**src/rtl/meas_seq_ctrl.sv**
```systemverilog
// Period-measurement sequencer: discharges the analog front end, then averages
// 2^AVG_LOG2 trigger periods (in clk cycles), with timeout and abort handling.
module meas_seq_ctrl #(
  parameter int CNT_W    = 8,
  parameter int AVG_LOG2 = 2,
  parameter int RST_CYC  = 4
) (
  input  logic             clk,
  input  logic             n_rst,
  input  logic             start,
  input  logic             abort,
  input  logic             trigger,
  output logic             afe_reset,
  output logic             busy,
  output logic             done,
  output logic [CNT_W-1:0] result,
  output logic             overflow
);

  localparam int ACC_W = CNT_W + AVG_LOG2;
  localparam int SC_W  = AVG_LOG2 + 1;
  localparam int NSAMP = 1 << AVG_LOG2;
  localparam int DC_W  = (RST_CYC > 1) ? $clog2(RST_CYC) : 1;
  localparam logic [CNT_W-1:0] CNT_MAX  = '1;
  localparam logic [DC_W-1:0]  DC_LAST  = DC_W'(RST_CYC - 1);
  localparam logic [SC_W-1:0]  SC_LAST  = SC_W'(NSAMP - 1);

  typedef enum logic [2:0] {IDLE, DISCHARGE, ARM, MEASURE, FINISH} state_t;

  state_t             state_reg, state_next;
  logic               sync1_reg, sync2_reg, sync_prev_reg;
  logic [DC_W-1:0]    disch_cnt_reg;
  logic [CNT_W-1:0]   cnt_reg;
  logic [SC_W-1:0]    scnt_reg;
  logic [ACC_W-1:0]   acc_reg;
  logic [ACC_W-1:0]   acc_sum;
  logic [CNT_W-1:0]   result_reg;
  logic               overflow_reg;
  logic               rise;
  logic               load_last;
  logic               load_tout;
  logic               counting;

  assign rise      = sync2_reg & ~sync_prev_reg;
  assign acc_sum   = acc_reg + ACC_W'(cnt_reg);
  assign counting  = (state_reg == ARM) || (state_reg == MEASURE);
  assign afe_reset = (state_reg == DISCHARGE);
  assign busy      = (state_reg != IDLE);
  assign done      = (state_reg == FINISH);
  assign result    = result_reg;
  assign overflow  = overflow_reg;

  always_ff @(posedge clk or negedge n_rst) begin
    if (!n_rst) begin
      state_reg <= IDLE;
    end else begin
      state_reg <= state_next;
    end
  end

  // Rise takes priority over timeout; abort takes priority over everything.
  always_comb begin
    state_next = state_reg;
    load_last  = 1'b0;
    load_tout  = 1'b0;
    case (state_reg)
      IDLE: begin
        if (start && !abort) state_next = DISCHARGE;
      end
      DISCHARGE: begin
        if (abort)                         state_next = IDLE;
        else if (disch_cnt_reg == DC_LAST) state_next = ARM;
      end
      ARM: begin
        if (abort)                    state_next = IDLE;
        else if (rise)                state_next = MEASURE;
        else if (cnt_reg == CNT_MAX) begin
          state_next = FINISH;
          load_tout  = 1'b1;
        end
      end
      MEASURE: begin
        if (abort) begin
          state_next = IDLE;
        end else if (rise) begin
          if (scnt_reg == SC_LAST) begin
            state_next = FINISH;
            load_last  = 1'b1;
          end
        end else if (cnt_reg == CNT_MAX) begin
          state_next = FINISH;
          load_tout  = 1'b1;
        end
      end
      FINISH:  state_next = IDLE;
      default: state_next = IDLE;
    endcase
  end

  // Period counter is reloaded with 1 (not 0) so that its value on the next
  // rise equals the distance in cycles between the two rises.
  always_ff @(posedge clk or negedge n_rst) begin
    if (!n_rst) begin
      sync1_reg     <= 1'b0;
      sync2_reg     <= 1'b0;
      sync_prev_reg <= 1'b0;
      disch_cnt_reg <= '0;
      cnt_reg       <= '0;
      scnt_reg      <= '0;
      acc_reg       <= '0;
      result_reg    <= '0;
      overflow_reg  <= 1'b0;
    end else begin
      sync1_reg     <= trigger;
      sync2_reg     <= sync1_reg;
      sync_prev_reg <= sync2_reg;

      disch_cnt_reg <= (state_reg == DISCHARGE) ? disch_cnt_reg + 1'b1 : '0;

      if (state_reg != ARM && state_next == ARM) begin
        cnt_reg <= CNT_W'(1);
      end else if (counting && rise) begin
        cnt_reg <= CNT_W'(1);
      end else if (counting && cnt_reg != CNT_MAX) begin
        cnt_reg <= cnt_reg + 1'b1;
      end

      if (state_reg == ARM && rise) begin
        acc_reg  <= '0;
        scnt_reg <= '0;
      end else if (state_reg == MEASURE && rise && !abort) begin
        acc_reg  <= acc_sum;
        scnt_reg <= scnt_reg + 1'b1;
      end

      if (load_last) begin
        result_reg   <= acc_sum[ACC_W-1:AVG_LOG2];
        overflow_reg <= 1'b0;
      end else if (load_tout) begin
        result_reg   <= CNT_MAX;
        overflow_reg <= 1'b1;
      end
    end
  end

endmodule

```
**config.mk**
```make
export PLATFORM = sky130hd
export DESIGN_NAME = meas_seq_ctrl
export DESIGN_NICKNAME = d
export VERILOG_FILES = /design/src/rtl/meas_seq_ctrl.sv
export SDC_FILE = /design/constraint.sdc
export NUM_CORES = 1
export LEC_CHECK = 0
export CELL_PAD_IN_SITES_DETAIL_PLACEMENT = 0
export CELL_PAD_IN_SITES_GLOBAL_PLACEMENT = 1
export CORE_MARGIN = 1
export CORE_UTILIZATION = 40
export DETAILED_ROUTE_END_ITERATION = 12
export DONT_BUFFER_PORTS = 1
export PLACE_DENSITY = 0.67
export SYNTH_ARGS = -nofsm -noshare
export SYNTH_HDL_FRONTEND = slang
export SYNTH_SLANG_ARGS = --single-unit
```
**constraint.sdc**
```tcl
create_clock -name clk -period 2.3 [get_ports clk]
set_input_delay 0.575 -clock clk [delete_from_list [all_inputs] [get_ports clk]]
set_output_delay 0.575 -clock clk [all_outputs]
set_load 0.01 [all_outputs]
```
==> flow_summary.yaml <==
timing:
  hold_viol: 0
  timing.fmax_mhz: 471
  worst_pin_slew_ns: 0.613
  setup_viol: 0
  rsz0062_at_grt: "no"
  maxSlewViolCount: 0
  fin_crit_ns: 2.12
  finalCritPeriodShare_pct: 92.3
  max-slew-margin-rel_pct: 59.0
  fin_setup_tns_ns: 0
  fin_worst_skew_ns: 0.00784
layout:
  largest_reg_flops: 10
  fin_nets: 228
  diodes: 0
  drive_gt1_share_pct: 7.18
  design_area_um2: 2240
  syn2layout_area_growth_pct: 8.04
  final_cell_mix: "dfrtp_1 (38), nand2_1 (17), a21oi_1 (14), o21ai_0 (14), ha_1 (12)"
  final_common_cell: "dfrtp_1"
  fillCellCount: 493
place:
  port_buffers: 0
  dpl.hpwl_um: 3340
  placed_area_um2: 2130
  gp_congestion: 0.873
outcome:
  status: "completed"
global_route:
  grt_overflow: 0
  grt_pass1_vias: 1600
  grt_max_degree: 39
  grt_pass1_wl_um: 7630
  grt_util_all_layers_pct: 18.9
  antenna_found_initial: 0
synthesis:
  syn_inst: 208
  synthArstFlopShare_pct: 100
  yosys-top-cells-area: "dfrtp_1 (46%), ha_1 (7.3%), a21oi_1 (3.4%)"
  yosysWarnings: 0
  synth_edf_count: 0
  ys_ff_latch: 38
  syn_avg_cell_area_um2: 9.96
  ys_seq_area_share_pct: 45.9
  syn-cell-area_um2: 2070
  yosysTopAreaCell: "dfrtp_1"
  synthFlopType: "dfrtp_1"
  synth.distinct_cells: 47
  syn_nets: 226
  synth_top_area_share_pct: 45.9
cts:
  cts-buffers-inserted: 5
  path_clk_slew_ns: 0.07
  cts_tree: "built"
  clock_path_buffers: 2
  insertion_delay_ns: 0.29
  cts_sinks: 38
  htreeDepth: 2
  postCtsSetupBuffers: 0
  cts_root_buffer: "clkbuf_8"
routing:
  wl_um: 4580
  via_count: 1643
  drtIter0Drc: 87
  first_pass_iters: 4
  via_per_inst: 5.95
  drtAntennaViolNets: 0
  wire_per_inst_um: 16.6
  drc: 0
die:
  start_util_pct: 42.7
  die_h_um: 74.0
  dieWidth_um: 74.0
  core_um2: 4850
  pin_count: 17
  dieArea_um2: 5470
  rows: 25
worst_setup_path:
  worstSetupEndpointType: "register"
  critPathKind: "reg2reg"
  reg2reg_to: "result[6]"
  reg2reg_depth: 8
  r2r-start: "cnt_reg[0]"
  arrival_ns: 2.30
  worst_setup_path_start_kind: "register"
  worst_ep_required_time_ns: 2.48
  critPathMaxFanout: 6
  reg2reg_slack_ns: 0.18
job:
  maxCapViolCount: 0
min_path:
  hold_path.class: "in2async"
power_and_ir_drop:
  p_leak_nw: 0.972
  vdd_drop_max_uv: 339
  power_mw: 1.53
  cellPowerDensity_nw_per_um2: 682
-- power breakdown --
| group | switching (mW) | internal [mW] | leakage [nW] |
|---|---|---|---|
| clock network | 0.220 | 0.231 | 0.0431 |
| logic | 0.149 | 0.116 | 0.444 |
| registers | 0.0841 | 0.726 | 0.485 |
| total | 0.453 | 1.07 | 0.972 |
-- Yosys cell counts, drive strengths merged, types with 2 or more instances --
master / instances
xnor2: 3
and2: 2
inv: 4
xor2: 2
nor3b: 2
a21o: 3
nor3: 11
clkbuf: 5
a21oi: 14
nand3: 10
nand2b: 3
o21ai: 14
or3: 2
o31ai: 4
nor2b: 5
dfrtp: 38
a22o: 8
nor4: 2
nand4: 2
o22a: 6
ha: 12
nand2: 18
and3: 3
buf: 3
o21a: 4
o211ai: 4
nor2: 9
-- layout make-up --
type / instances / area [um2] / share of cell area [%]
repair buffers: 3 / 35.0 / 1.57
well taps: 67 / 83.8 / 3.75
flip-flops and latches: 38 / 951 / 42.5
multi-input cells: 158 / 1070 / 47.8
clock buffers: 6 / 82.6 / 3.69
inverters: 4 / 15.0 / 0.671
-- timing repair --
action,in CTS,in global routing
hold buffers,1,0
resized for setup,0,0
hold endpoints to repair,38,0
-- stage by stage --
stage	util [%]	instances	setup slack (ns)	hold slack [ns]
global placement	44.0	269	0.264	0.280
CTS	46.1	276	0.173	0.124
detailed placement	44.0	269	0.181	0.280
finish	46.1	276	0.178	0.113
global route	46.1	276	0.0438	0.121
floorplan	-	208	0.393	0.279
-- worst max path at each step --
| stage | from | end | slack, ns | cells after the start |
|---|---|---|---|---|
| after CTS | cnt_reg[0] | result[6] | 0.17 | 8 |
| final | cnt_reg[0] | result[6] | 0.18 | 8 |
| after detailed placement | cnt_reg[0] | result[6] | 0.18 | 8 |
| after global placement | cnt_reg[0] | result[6] | 0.26 | 8 |
| after floorplan | cnt_reg[0] | result[6] | 0.39 | 8 |
| after global routing | cnt_reg[0] | result[6] | 0.04 | 8 |
-- cells by family after synthesis --
kind of cell / synth area share (%)
buffers and inverters: 2.42
and+or+nand+nor: 18.1
muxes: 1.03
adders and majority gates: 8.22
xor gates and xnor gates: 2.12
DFF: 45.9
AOI/OAI and AO/OA: 22.2
-- worst max-delay path, stage by stage (launching register included) --
cell	delay, ns
dfrtp_1	0.43
ha_1	0.23
inv_1	0.07
fa_1	0.40
nor2b_1	0.20
o31a_1	0.18
o21ai_0	0.16
xnor2_1	0.17
o22a_1	0.19
-- layer usage --
layer	global-route usage, %	part of all wire (%)	wire length, um	vias up
li1	-	-	-	780
met1	25.2	47	2170	817
met2	29.5	46	2110	35
met3	3.39	3.8	176	11
met4	10.0	2.7	124	0
met5	0	0	0	-
No activity file was read; power rests on OpenSTA's default activity.
